===== src/rtl/adc_frontend_ctrl.sv =====
// adc_frontend_ctrl
//   Fixed-rate acquisition controller for a 16-bit SAR ADC. A free-running
//   timer issues one trigger per SAMPLE_PERIOD cycles. Each trigger pulses
//   CONVST for CONV_CYCLES cycles, clocks DATA_W bits out of the ADC (MSB
//   first), then presents the word on SAMPLE with a one-cycle SAMPLE_VALID.
//
//   Ports:
//     CLK36        in   36 MHz system clock, rising edge
//     RST_N        in   asynchronous active-low reset
//     ENABLE       in   run the acquisition timer
//     OVR_CLR      in   one-cycle pulse, clears OVERRUN
//     SDO          in   ADC serial data (changes on SCLK falling edge)
//     CONVST       out  ADC conversion start
//     SCLK         out  ADC serial clock, idles low
//     SDI          out  ADC config/chain input, tied high
//     SAMPLE       out  last captured word
//     SAMPLE_VALID out  one-cycle strobe when SAMPLE updates
//     OVERRUN      out  sticky: a trigger arrived while a frame was busy
//
//   Build option:
//     ADC_SIGNED_OUT_EN  when defined, SAMPLE is two's complement (MSB of
//                        the offset-binary ADC word inverted).

module adc_frontend_ctrl #(
  parameter int unsigned DATA_W        = 16,
  parameter int unsigned SCLK_DIV      = 1,
  parameter int unsigned CONV_CYCLES   = 26,
  parameter int unsigned SAMPLE_PERIOD = 72
) (
  input  logic              CLK36,
  input  logic              RST_N,
  input  logic              ENABLE,
  input  logic              OVR_CLR,
  input  logic              SDO,
  output logic              CONVST,
  output logic              SCLK,
  output logic              SDI,
  output logic [DATA_W-1:0] SAMPLE,
  output logic              SAMPLE_VALID,
  output logic              OVERRUN
);

  localparam int unsigned TCNT_W = $clog2(SAMPLE_PERIOD + 1);
  localparam int unsigned CONV_W = $clog2(CONV_CYCLES + 1);
  localparam int unsigned DIV_W  = $clog2(SCLK_DIV + 1);
  localparam int unsigned BIT_W  = $clog2(DATA_W + 1);

  localparam logic [TCNT_W-1:0] TCNT_LAST = TCNT_W'(SAMPLE_PERIOD - 1);
  localparam logic [CONV_W-1:0] CONV_LOAD = CONV_W'(CONV_CYCLES - 1);
  localparam logic [DIV_W-1:0]  DIV_LOAD  = DIV_W'(SCLK_DIV - 1);
  localparam logic [BIT_W-1:0]  BIT_LOAD  = BIT_W'(DATA_W);
  localparam logic [BIT_W-1:0]  BIT_LAST  = BIT_W'(1);

  typedef enum logic [1:0] {
    ST_IDLE,
    ST_CONV,
    ST_SHIFT,
    ST_DONE
  } state_t;

  state_t              state_q,   state_d;
  logic [TCNT_W-1:0]   tcnt_q,    tcnt_d;
  logic [CONV_W-1:0]   conv_cnt_q, conv_cnt_d;
  logic [DIV_W-1:0]    div_cnt_q, div_cnt_d;
  logic [BIT_W-1:0]    bit_cnt_q, bit_cnt_d;
  logic [DATA_W-1:0]   shreg_q,   shreg_d;
  logic [DATA_W-1:0]   sample_q,  sample_d;
  logic                convst_q,  convst_d;
  logic                sclk_q,    sclk_d;
  logic                valid_q,   valid_d;
  logic                overrun_q, overrun_d;
  logic                trigger;
  logic                drop;

  always_comb begin
    state_d    = state_q;
    tcnt_d     = tcnt_q;
    conv_cnt_d = conv_cnt_q;
    div_cnt_d  = div_cnt_q;
    bit_cnt_d  = bit_cnt_q;
    shreg_d    = shreg_q;
    sample_d   = sample_q;
    convst_d   = convst_q;
    sclk_d     = sclk_q;
    valid_d    = 1'b0;

    // Timer parks at 0 while disabled so re-enabling triggers immediately.
    trigger = ENABLE && (tcnt_q == '0);
    if (!ENABLE) begin
      tcnt_d = '0;
    end else if (tcnt_q == TCNT_LAST) begin
      tcnt_d = '0;
    end else begin
      tcnt_d = tcnt_q + 1'b1;
    end

    // A set in the same cycle as OVR_CLR keeps the flag high.
    drop      = trigger && (state_q != ST_IDLE);
    overrun_d = drop | (overrun_q & ~OVR_CLR);

    case (state_q)
      ST_IDLE: begin
        if (trigger) begin
          state_d    = ST_CONV;
          convst_d   = 1'b1;
          conv_cnt_d = CONV_LOAD;
        end
      end
      ST_CONV: begin
        if (conv_cnt_q == '0) begin
          state_d   = ST_SHIFT;
          convst_d  = 1'b0;
          sclk_d    = 1'b0;
          div_cnt_d = DIV_LOAD;
          bit_cnt_d = BIT_LOAD;
        end else begin
          conv_cnt_d = conv_cnt_q - 1'b1;
        end
      end
      ST_SHIFT: begin
        if (div_cnt_q == '0) begin
          div_cnt_d = DIV_LOAD;
          sclk_d    = ~sclk_q;
          // End of a high phase: SDO has been stable since the previous
          // falling edge, so capture it here as SCLK drops.
          if (sclk_q) begin
            shreg_d   = {shreg_q[DATA_W-2:0], SDO};
            bit_cnt_d = bit_cnt_q - 1'b1;
            if (bit_cnt_q == BIT_LAST) begin
              state_d = ST_DONE;
            end
          end
        end else begin
          div_cnt_d = div_cnt_q - 1'b1;
        end
      end
      ST_DONE: begin
`ifdef ADC_SIGNED_OUT_EN
        sample_d = {~shreg_q[DATA_W-1], shreg_q[DATA_W-2:0]};
`else
        sample_d = shreg_q;
`endif
        valid_d  = 1'b1;
        state_d  = ST_IDLE;
      end
      default: begin
        state_d = ST_IDLE;
      end
    endcase
  end

  always_ff @(posedge CLK36 or negedge RST_N) begin
    if (!RST_N) begin
      state_q    <= ST_IDLE;
      tcnt_q     <= '0;
      conv_cnt_q <= '0;
      div_cnt_q  <= '0;
      bit_cnt_q  <= '0;
      shreg_q    <= '0;
      sample_q   <= '0;
      convst_q   <= 1'b0;
      sclk_q     <= 1'b0;
      valid_q    <= 1'b0;
      overrun_q  <= 1'b0;
    end else begin
      state_q    <= state_d;
      tcnt_q     <= tcnt_d;
      conv_cnt_q <= conv_cnt_d;
      div_cnt_q  <= div_cnt_d;
      bit_cnt_q  <= bit_cnt_d;
      shreg_q    <= shreg_d;
      sample_q   <= sample_d;
      convst_q   <= convst_d;
      sclk_q     <= sclk_d;
      valid_q    <= valid_d;
      overrun_q  <= overrun_d;
    end
  end

  assign CONVST       = convst_q;
  assign SCLK         = sclk_q;
  assign SDI          = 1'b1;
  assign SAMPLE       = sample_q;
  assign SAMPLE_VALID = valid_q;
  assign OVERRUN      = overrun_q;

endmodule


===== config.mk =====
export PLATFORM = sky130hd
export DESIGN_NAME = adc_frontend_ctrl
export DESIGN_NICKNAME = d
export VERILOG_FILES = /design/src/rtl/adc_frontend_ctrl.sv
export SDC_FILE = /design/constraint.sdc
export NUM_CORES = 1
export LEC_CHECK = 0
export BUFFER_PORTS_ARGS = -buffer_cell sky130_fd_sc_hd__buf_4
export CORE_MARGIN = 2
export CORE_UTILIZATION = 24
export CTS_CLUSTER_DIAMETER = 30
export DETAILED_ROUTE_END_ITERATION = 10
export PLACE_DENSITY_LB_ADDON = 0.12
export SYNTH_ARGS = -nofsm -noshare
export SYNTH_HDL_FRONTEND = slang
export SYNTH_SLANG_ARGS = --single-unit

===== constraint.sdc =====
create_clock -name CLK36 -period 2.2 [get_ports CLK36]
set_input_delay 0.11 -clock CLK36 [delete_from_list [all_inputs] [get_ports CLK36]]
set_output_delay 0.11 -clock CLK36 [all_outputs]
set_load 0.01 [all_outputs]

== Yosys cells after proc, flatten, opt, wreduce, memory -nomap -nowiden ==
Cells that the tools add are included.

* Bits in registers: 56
* Input port bits: 5
* Output and inout port bits: 21

* Add/sub/neg operators: 4
* Eq/ne operators: 11
* Mux-type cells: 23
* Bitwise operators: 5
* Reductions and logical operators: 15

{| class="wikitable"
|+ Operator list
! kind !! count
|-
| $mux W5 || 5
|-
| $pmux W5 S2 || 2
|-
| $mux W7 || 2
|-
| $ne A2 B2 Y1 const B || 6
|-
| $reduce_and A3 Y1 || 4
|-
| $mux W2 || 5
|-
| $sub A5 B1 Y5 const B || 2
|-
| $pmux W2 S4 || 1
|-
| $add A7 B1 Y7 const B || 1
|-
| $eq A7 B7 Y1 const B || 1
|-
| $logic_not A7 Y1 || 1
|-
| $pmux W1 S2 || 3
|-
| $reduce_bool A2 Y1 || 3
|-
| $eq A5 B1 Y1 const B || 1
|-
| $logic_not A5 Y1 || 1
|-
| $mux W1 || 5
|-
| $reduce_and A5 Y1 || 1
|-
| $eq A2 B2 Y1 const B || 2
|-
| $reduce_and A4 Y1 || 1
|-
| $not A1 Y1 || 3
|-
| $eq A2 B1 Y1 const B || 1
|-
| $logic_and A1 B1 Y1 || 2
|-
| $logic_not A2 Y1 || 1
|-
| $reduce_and A2 Y1 || 1
|-
| other kinds (3) || 3
|}

== Logic depth before layout (Yosys ltp) ==
Gate-level depths: netlist of run 1.

* Depth after elaboration: 5
* Gate-level depth with buffers: 8
* Gate-level depth less buffers: 6

== Least setup slack after synthesis of run 1 ==
OpenSTA, ideal clock, no wires.

* Path type: register to register
* From: reg state_q[1]
* To: reg conv_cnt_q[3]
* Library setup time: 0.066 ns
* Arrival: 1.716 ns
* Required time: 2.134 ns
* Path slack: 0.418 ns
* Stages on the path, launching flop included: 8
* Buffers on the path: 1
* Period minus slack after synthesis: 1.782 ns
* Cells stage by stage: dfrtp_1 -> inv_1 -> ha_1 -> buf_4 -> inv_2 -> or4_4 -> a2111oi_2 -> a221o_1

* Longest elaborated chain between the ends: 3
* Elaborated cells between the ends (all ways): 7
* Those cells by class: eq/ne (3); mux (1); reduce/logical (3)

{| class="wikitable"
|+ RTL lines
! element !! RTL line !! source
|-
| start: declaration || 61 || <nowiki>state_t state_q, state_d;</nowiki>
|-
| start signal: assignment || 166 || <nowiki>state_q <= state_d;</nowiki>
|-
| $eq A2 B1 Y1 / $logic_not A2 Y1 (equally long branches) || 101 || <nowiki>case (state_q)</nowiki>
|-
| $ne A2 B2 Y1 (no line) / $reduce_bool A2 Y1 (equally long branches) || n/a ||
|-
| $reduce_and A3 Y1 (no line) || n/a ||
|-
| end signal: assignment || 168 || <nowiki>conv_cnt_q <= conv_cnt_d;</nowiki>
|-
| end: declaration || 63 || <nowiki>logic [CONV_W-1:0] conv_cnt_q, conv_cnt_d;</nowiki>
|}

Several ways; a longest one is shown, not always the timed one.
A chain may end at the register's enable or synchronous reset.

== Worst setup path in the final report of run 1 ==
* From: reg tcnt_q[3]
* To: reg state_q[1]

* Longest elaborated chain between the ends: 4

{| class="wikitable"
|+ RTL lines
! element !! RTL line !! source
|-
| start: declaration || 62 || <nowiki>logic [TCNT_W-1:0] tcnt_q, tcnt_d;</nowiki>
|-
| start signal: assignment || 167 || <nowiki>tcnt_q <= tcnt_d;</nowiki>
|-
| $logic_not A7 Y1 || 88 || <nowiki>trigger = ENABLE && (tcnt_q == '0);</nowiki>
|-
| $logic_and A1 B1 Y1 || 88 ||
|-
| $ne A2 B2 Y1 (no line) || n/a ||
|-
| $reduce_and A5 Y1 (no line) || n/a ||
|}

No other way between the ends.

==> impl_metrics.ini, run 1 <==
[place]
port-buffer-count = 24
dp.cells = 374
hpwl_mm = 3.364
post-place-ws_ns = 0.3541
place.gp.congestion = 0.7103

[clocking]
h-tree-depth = 2
clk_latency_ns = 0.31
hold_buffers = 2
postCtsSetupRepairBufs = 0
cts_buffer_depth = 2
root_buffer = clkbuf_8
cts_resized = 0
cts_tree = yes
cts_sinks = 55
cts_buffers = 5
clkSlewWorstSetupHoldPaths_ns = 0.11

[hold_path]
holdPathStages = 2
hp-class = input pin to flip-flop

[routing]
drt_iter0_markers = 69
wl_mm = 5.098
drtAntennaViolNets = 0
drt_pass1_iterations = 4
avgRoutedWirePerCell_um = 13.28
routed_via_density = 4.354
drcViolationCount = 0
vias = 1672

[floorplan]
io-pin-count = 26
die_h_um = 109.2
die_w_um = 109.2
die_area_mm2 = 0.01191
std_cell_rows = 38
core_area_mm2 = 0.01079
start_util = 0.2459

[setup_path]
r2r_cells = 4
crit_buf_inv = 0
path_depth = 4
worst-setup-path-type = flip-flop to flip-flop
cp-start-kind = flip-flop
worst_path_max_delay_cell = dfrtp_1
critical_path_arrival_ns = 2.06
slowest_delay_ns = 0.49
worstPathRequired_ns = 2.41
critical_path.endpoint_type = flip-flop
worstPathCellList = nor3_4, nand4_4, a221oi_2, mux2_2
cp_max_fo = 12
crit_family = simple AND/OR/NAND/NOR gates

[synth]
syn_avg_cell_area_um2 = 12.34
synth.top_cell.area_share = 0.5186
ys_types = 50
netlist_area_mm2 = 0.002654
async_flop_share = 1.000
ys_ff_latch = 55
netlist_instances = 215
syn-num-nets = 230
synth_area_leaders = dfrtp_1, mux2_2, ha_1
synth_edf_count = 0
synth_warnings = 0
synth_top_cell_by_area = dfrtp_1
synth_ff_type = dfrtp_1
ys_seq_area_frac = 0.5186

[global_route]
gr-total-overflow = 0
antenna_found_initial = 0
track_usage = 0.09471
grt_pass1_vias = 1741
grt_max_degree = 56
grt_pass1_wl_mm = 8.749

[sta]
fin_crit_ns = 1.853
fin_ws_ns = 0.3469
rsz0062_at_grt = no
hold_viol = 0
drv_slew = 0
clock-skew-final_ns = 0.007408
fin_setup_tns_ns = 0
slew_headroom = 0.5117
hold_ws_ns = 0.04172
worstMarginPinSlew_ns = 0.7325
period_share = 0.8423
finalSetupViolations = 0
max_freq_mhz = 539.6

[final_layout]
fin_cells = 384
diodes = 0
nets = 258
drive_above_1_share = 0.3402
syn_to_final_growth_pct = 16.64

[pwr]
powerDensity_mw_per_mm2 = 558.1
switchingPower_mw = 0.4333
p_int_mw = 1.294
ir_drop_v = 0.0002895
seqPwrFrac = 0.602
switching_share = 0.2508
comb_power_share = 0.047
power_frac_clock = 0.351
leakage_nw = 1.469

[flow_run]
maxCapViolCount = 0

[run_status]
status = complete, no violations
kinds of logic (layout without fill, tap and decap cells):
group	Yosys count	in the layout	synth area share
compound gates	34	34	0.09713
other cells	1	1	0.001413
simple gates	50	50	0.1174
fa+ha+maj	10	10	0.04715
buf+inv	24	53	0.04856
mux	39	39	0.1631
flops	55	55	0.5186
xor+xnor	2	2	0.006602
state kept, by name, indices dropped and copies added (netlist names):
signal and count:
SCLK 1, bit_cnt_q 5, conv_cnt_q 5, CONVST 1, tcnt_q 7, SAMPLE 16
OVERRUN 1, shreg_q 16, SAMPLE_VALID 1, state_q 2
cell type report:
cell class	instances	area, µm²
flip-flops and latches	55	1376
well taps	140	175.2
multi-input cells	136	1149
fillers	1115	7697
clock inverters	3	25.02
clock buffers	5	68.82
inverters	11	41.29
repair buffers	34	260.3
metrics by stage:
stage                     utilization  cell area (µm²)  total power, mW
after floorplan                     -             2654            1.105
after global placement         0.2763             2982            1.143
after detailed placement       0.2763             2982            1.143
after CTS                      0.2868             3095            1.775
after global routing           0.2868             3095            1.828
final                          0.2868             3095            1.727
synthesized netlist by cell type (3+ instances only):
| master | number |
|---|---|
| a22o_1 | 3 |
| and2_1 | 3 |
| dfrtp_1 | 55 |
| o22ai_1 | 3 |
| buf_2 | 4 |
| nor3b_1 | 3 |
| nor3_1 | 3 |
| nand2_1 | 13 |
| a21oi_1 | 4 |
| nor2_1 | 5 |
| nand2b_1 | 4 |
| inv_1 | 10 |
| ha_1 | 10 |
| mux2_2 | 34 |
| o21ai_0 | 7 |
| mux2i_1 | 5 |
| buf_4 | 4 |
| nand3_1 | 6 |
metal layers:
metal | up-vias | wire [µm] | track usage
li1 | 816 | - | -
met2 | 17 | 2508 | 0.1571
met1 | 834 | 2381 | 0.1227
met4 | 0 | 70 | 0.03022
met5 | - | 0 | 0
met3 | 5 | 138 | 0.02032
cell usage in the layout (no fill, tap or decap), types with 2 or more instances in the layout:
cell type and n:
a21boi_0 2, a21oi_1 4, a22o_1 3, a2bb2oi_1 2, and2_1 3, buf_4 32
clkbuf_8 5, dfrtp_1 55, dlygate4sd3_1 2, ha_1 10, inv_1 10, inv_6 2
mux2_2 34, mux2i_1 5, nand2_1 13, nand2b_1 4, nand3_1 6, nand4_1 2
nor2_1 5, nor3_1 3, nor3b_1 3, o211a_1 2, o21ai_0 7, o22ai_1 3
or3_1 2
power groups by stage:
stage               Clock [mW]  Sequential [mW]  Combinational (mW)
floorplan                    0             1.06              0.0489
global placement             0             1.06              0.0820
detailed placement           0             1.06              0.0817
CTS                      0.649             1.04              0.0850
global route             0.690             1.04              0.0930
finish                   0.606             1.04              0.0808
final timing paths:
check                               start  slack, ns      endpoint
min in group asynchronous           RST_N       0.38        CONVST
worst max-delay path            tcnt_q[3]       0.35    state_q[1]
worst min-delay path                  SDO       0.04    shreg_q[0]
max in group asynchronous           RST_N       1.33  SAMPLE_VALID
worst min register to register  SAMPLE[9]       0.52     SAMPLE[9]
worst max register to register  tcnt_q[3]       0.35    state_q[1]
Power figures use the tool's default switching activity.
==> run 2: changes to the inputs <==
==> constraint.sdc (replaced) <==
create_clock -name CLK36 -period 1.8 [get_ports CLK36]
set_input_delay 0.09 -clock CLK36 [delete_from_list [all_inputs] [get_ports CLK36]]
set_output_delay 0.09 -clock CLK36 [all_outputs]
set_load 0.01 [all_outputs]
==> impl_metrics.ini, run 2 (same netlist as run 1, synthesis figures left out) <==
[clocking]
clkSlewWorstSetupHoldPaths_ns = 0.11
clk_latency_ns = 0.32
cts_buffers = 5
root_buffer = clkbuf_8
cts_sinks = 55
cts_buffer_depth = 2
cts_tree = yes
h-tree-depth = 2

[place]
port-buffer-count = 24
place.gp.congestion = 0.7684
hpwl_mm = 3.582

[floorplan]
io-pin-count = 26
start_util = 0.2459
std_cell_rows = 38
core_area_mm2 = 0.01079
die_area_mm2 = 0.01191
die_w_um = 109.2
die_h_um = 109.2

[global_route]
antenna_found_initial = 0
gr-total-overflow = 0
grt_pass1_wl_mm = 8.742
track_usage = 0.09524
grt_pass1_vias = 1753
grt_max_degree = 35

[routing]
drtAntennaViolNets = 0
routed_via_density = 4.281
avgRoutedWirePerCell_um = 13.19
drt_pass1_iterations = 4
wl_mm = 5.250
vias = 1704
drt_iter0_markers = 70
drcViolationCount = 0

[setup_path]
r2r_cells = 5
rr_startpoint = state_q[1]
worstPathRequired_ns = 2.02
cp-start-kind = flip-flop
critical_path_arrival_ns = 1.93
timing.critical_path.from = state_q[1]
worst-setup-path-type = flip-flop to flip-flop
critical_path.endpoint_type = flip-flop
cp_max_fo = 4
cp-endpoint = conv_cnt_q[3]
r2r-end = conv_cnt_q[3]
r2r_setup_slack_ns = 0.08

[sta]
rsz0062_at_grt = no
fin_setup_tns_ns = 0
max_freq_mhz = 582.2
drv_slew = 0
period_share = 0.9542
clock-skew-final_ns = 0.01222
hold_viol = 0
finalSetupViolations = 0
fin_crit_ns = 1.718

[run_status]
status = complete, no violations

[final_layout]
layout_commonest_cell = dfrtp_1
fill_cells = 1124
final_util = 0.3029
diodes = 0
seqCellArea_mm2 = 0.001376
nets = 272
drive_above_1_share = 0.3992
syn_to_final_growth_pct = 23.20
multi_input_area_mm2 = 0.001187
final_cell_mix = dfrtp_1, buf_4, mux2_2

[hold_path]
min_from = ENABLE
hp-class = input pin to flip-flop

[flow_run]
maxCapViolCount = 0

[pwr]
ir_drop_v = 0.0002845
powerDensity_mw_per_mm2 = 653.1
leakage_nw = 1.546
finalPower_mw = 2.135
## run 2: changes by cell type in the layout (fill, tap and decap cells not counted), sizes merged
| cell | delta |
|---|---|
| clkinv | +1 |
| buf | +13 |
| dlygate4sd3 | +1 |
| inv | -1 |
## run 2: worst min path at each step
stage           endpoint  slack [ns]  cells past startpoint
5_1_grt        tcnt_q[1]        0.05                      2
3_5_place_dp      CONVST        0.09                      1
4_1_cts        tcnt_q[4]        0.04                      2
2_1_floorplan     CONVST       -0.21                      0
6_report       tcnt_q[4]        0.06                      2
3_3_place_gp      CONVST        0.09                      1
## run 2: report_power, final
group          internal (mW)  switching (mW)
Combinational         0.0532          0.0645
Clock                  0.287           0.460
Sequential              1.26          0.0148
## run 2: through the flow
| stage | cells | area (µm²) | setup slack, ns | hold slack, ns |
|---|---|---|---|---|
| 4_1_cts | 397 | 3223 | 0.007538 | 0.04478 |
| 3_5_place_dp | 386 | 3097 | 0.02204 | 0.08942 |
| 6_report | 398 | 3269 | 0.08246 | 0.06294 |
| 5_1_grt | 398 | 3269 | 0.01008 | 0.05472 |
| 2_1_floorplan | 215 | 2654 | 0.01803 | -0.2056 |
| 3_3_place_gp | 386 | 3097 | 0.05244 | 0.09428 |
## run 2: layout make-up
class	count	share of cell area
clock inverter	3	0.008419
tap	140	0.05358
inverter	11	0.01263
multi-input combinational	136	0.3632
timing repair buffer	48	0.1202
sequential	55	0.4210
clock buffer	5	0.02105
## run 2: critical path, stage by stage, from the launching register on
cell     delay (ns)
dfrtp_1        0.41
inv_2          0.08
ha_2           0.18
inv_2          0.06
or4_4          0.54
a221o_1        0.36
## run 2: timing repair
item / in CTS / in global routing
endpoints found under the setup margin: 0 / 4
hold endpoints to repair: 34 / 0
resized for setup: 0 / 10
setup buffers: 0 / 1
hold buffers: 3 / 0
## run 2: routing by layer
| layer | vias to the layer above | track usage | part of all wire |
|---|---|---|---|
| met5 | - | 0 | 0 |
| met4 | 0 | 0.03297 | 0.014 |
| met3 | 7 | 0.02391 | 0.029 |
| met2 | 18 | 0.1411 | 0.45 |
| met1 | 837 | 0.1343 | 0.51 |
| li1 | 842 | - | - |
==> run 3: changes to the inputs <==
--- a/config.mk
+++ b/config.mk
@@ -6,6 +6,8 @@
 export NUM_CORES = 1
 export LEC_CHECK = 0
 export BUFFER_PORTS_ARGS = -buffer_cell sky130_fd_sc_hd__buf_4
+export CELL_PAD_IN_SITES_DETAIL_PLACEMENT = 1
+export CELL_PAD_IN_SITES_GLOBAL_PLACEMENT = 2
 export CORE_MARGIN = 2
 export CORE_UTILIZATION = 24
 export CTS_CLUSTER_DIAMETER = 30
==> impl_metrics.ini, run 3 (same netlist as run 1, synthesis figures left out) <==
[routing]
avgRoutedWirePerCell_um = 13.73
routed_via_density = 4.393
drt_iter0_markers = 83
drt_pass1_iterations = 4
drtAntennaViolNets = 0
wl_mm = 5.479
vias = 1753
drcViolationCount = 0

[final_layout]
final_cell_mix = dfrtp_1, buf_4, mux2_2
drive_above_1_share = 0.4015
multi_input_area_mm2 = 0.001187
syn_to_final_growth_pct = 22.87
postLayoutCellArea_mm2 = 0.003261
fin_cells = 399
layout_commonest_cell = dfrtp_1
nets = 273
seqCellArea_mm2 = 0.001376
diodes = 0
fill_cells = 1164

[setup_path]
cp-start-kind = flip-flop
worstPathRequired_ns = 2.06
rr_startpoint = state_q[1]
worst-setup-path-type = flip-flop to flip-flop
cp_max_fo = 3
timing.critical_path.from = state_q[1]
r2r_cells = 6
cp-endpoint = conv_cnt_q[3]
r2r_setup_slack_ns = 0.09
critical_path.endpoint_type = flip-flop
critical_path_arrival_ns = 1.97
r2r-end = conv_cnt_q[3]

[place]
dp.cells = 386
port-buffer-count = 24
post-place-ws_ns = 0.0001099
place.gp.congestion = 0.6881
dpl_cell_area_mm2 = 0.003084
hpwl_mm = 3.821

[flow_run]
maxCapViolCount = 0

[pwr]
ir_drop_v = 0.0002647
finalPower_mw = 2.112
powerDensity_mw_per_mm2 = 647.7
leakage_nw = 1.550

[sta]
max_freq_mhz = 584.4
rsz0062_at_grt = no
hold_viol = 0
fin_setup_tns_ns = 0
fin_crit_ns = 1.711
slew_headroom = 0.5049
period_share = 0.9507
drv_slew = 0
worstMarginPinSlew_ns = 0.7427
clock-skew-final_ns = 0.003995
fin_ws_ns = 0.08874
finalSetupViolations = 0

[clocking]
root_buffer = clkbuf_8
cts_buffers = 5
h-tree-depth = 2
cts_buffer_depth = 2
cts_sinks = 55
clk_latency_ns = 0.32
cts_tree = yes
clkSlewWorstSetupHoldPaths_ns = 0.11

[floorplan]
die_w_um = 109.2
io-pin-count = 26
start_util = 0.2459
std_cell_rows = 38
die_h_um = 109.2
die_area_mm2 = 0.01191
core_area_mm2 = 0.01079

[hold_path]
hp-class = input pin to flip-flop

[global_route]
grt_pass1_wl_mm = 9.770
grt_max_degree = 56
gr-total-overflow = 0
antenna_found_initial = 0
track_usage = 0.1063
grt_pass1_vias = 1952

[run_status]
status = complete, no violations
## run 3: what timing repair did
action	in CTS	in global routing
buffers inserted	2	0
setup endpoints to repair	1	7
hold buffers	3	0
gates resized for setup	1	9
pin swaps	0	2
hold endpoints to repair	57	0
## run 3: layout make-up
class,instances,share of cell area
Clock buffer,5,0.02111
Clock inverter,3,0.007291
Sequential cell,55,0.4221
Inverter,11,0.01266
Multi-Input combinational cell,136,0.3642
Tap cell,140,0.05372
Timing Repair Buffer,49,0.1190
## run 3: worst min path at each step
stage / startpoint / to / slack [ns] / depth (start not counted)
after floorplan: RST_N / CONVST / -0.21 / 0
after global placement: RST_N / tcnt_q[5] / 0.22 / 1
after detailed placement: RST_N / tcnt_q[5] / 0.22 / 1
after CTS: ENABLE / tcnt_q[2] / 0.06 / 2
after global routing: ENABLE / tcnt_q[0] / 0.06 / 2
final: ENABLE / tcnt_q[2] / 0.06 / 2
## run 3: per-stage QoR
stage          utilization  hold slack (ns)
2_1_floorplan            -          -0.2056
3_3_place_gp        0.2858           0.2228
3_5_place_dp        0.2858           0.2193
4_1_cts             0.2987          0.05656
5_1_grt             0.3021          0.05768
6_report            0.3021          0.06088
## run 3: routing by layer
metal | part of all wire | vias up | track usage
met5 | 0 | - | 0
met4 | 0.016 | 0 | 0.03846
met3 | 0.031 | 8 | 0.02331
met2 | 0.48 | 20 | 0.1730
met1 | 0.47 | 876 | 0.1383
li1 | - | 849 | -
## run 3: power by group
part           total (mW)  internal (mW)  switching, mW
Combinational       0.110         0.0477         0.0628
Clock               0.732          0.282          0.450
Sequential           1.27           1.26         0.0142
Total                2.11           1.59          0.527
## run 3: worst max-delay path, cell delays in order, from the launching register on
cell	delay, ns
dfrtp_1	0.41
inv_2	0.08
ha_2	0.18
inv_2	0.04
or4_4	0.51
a2111oi_2	0.28
a221o_1	0.15
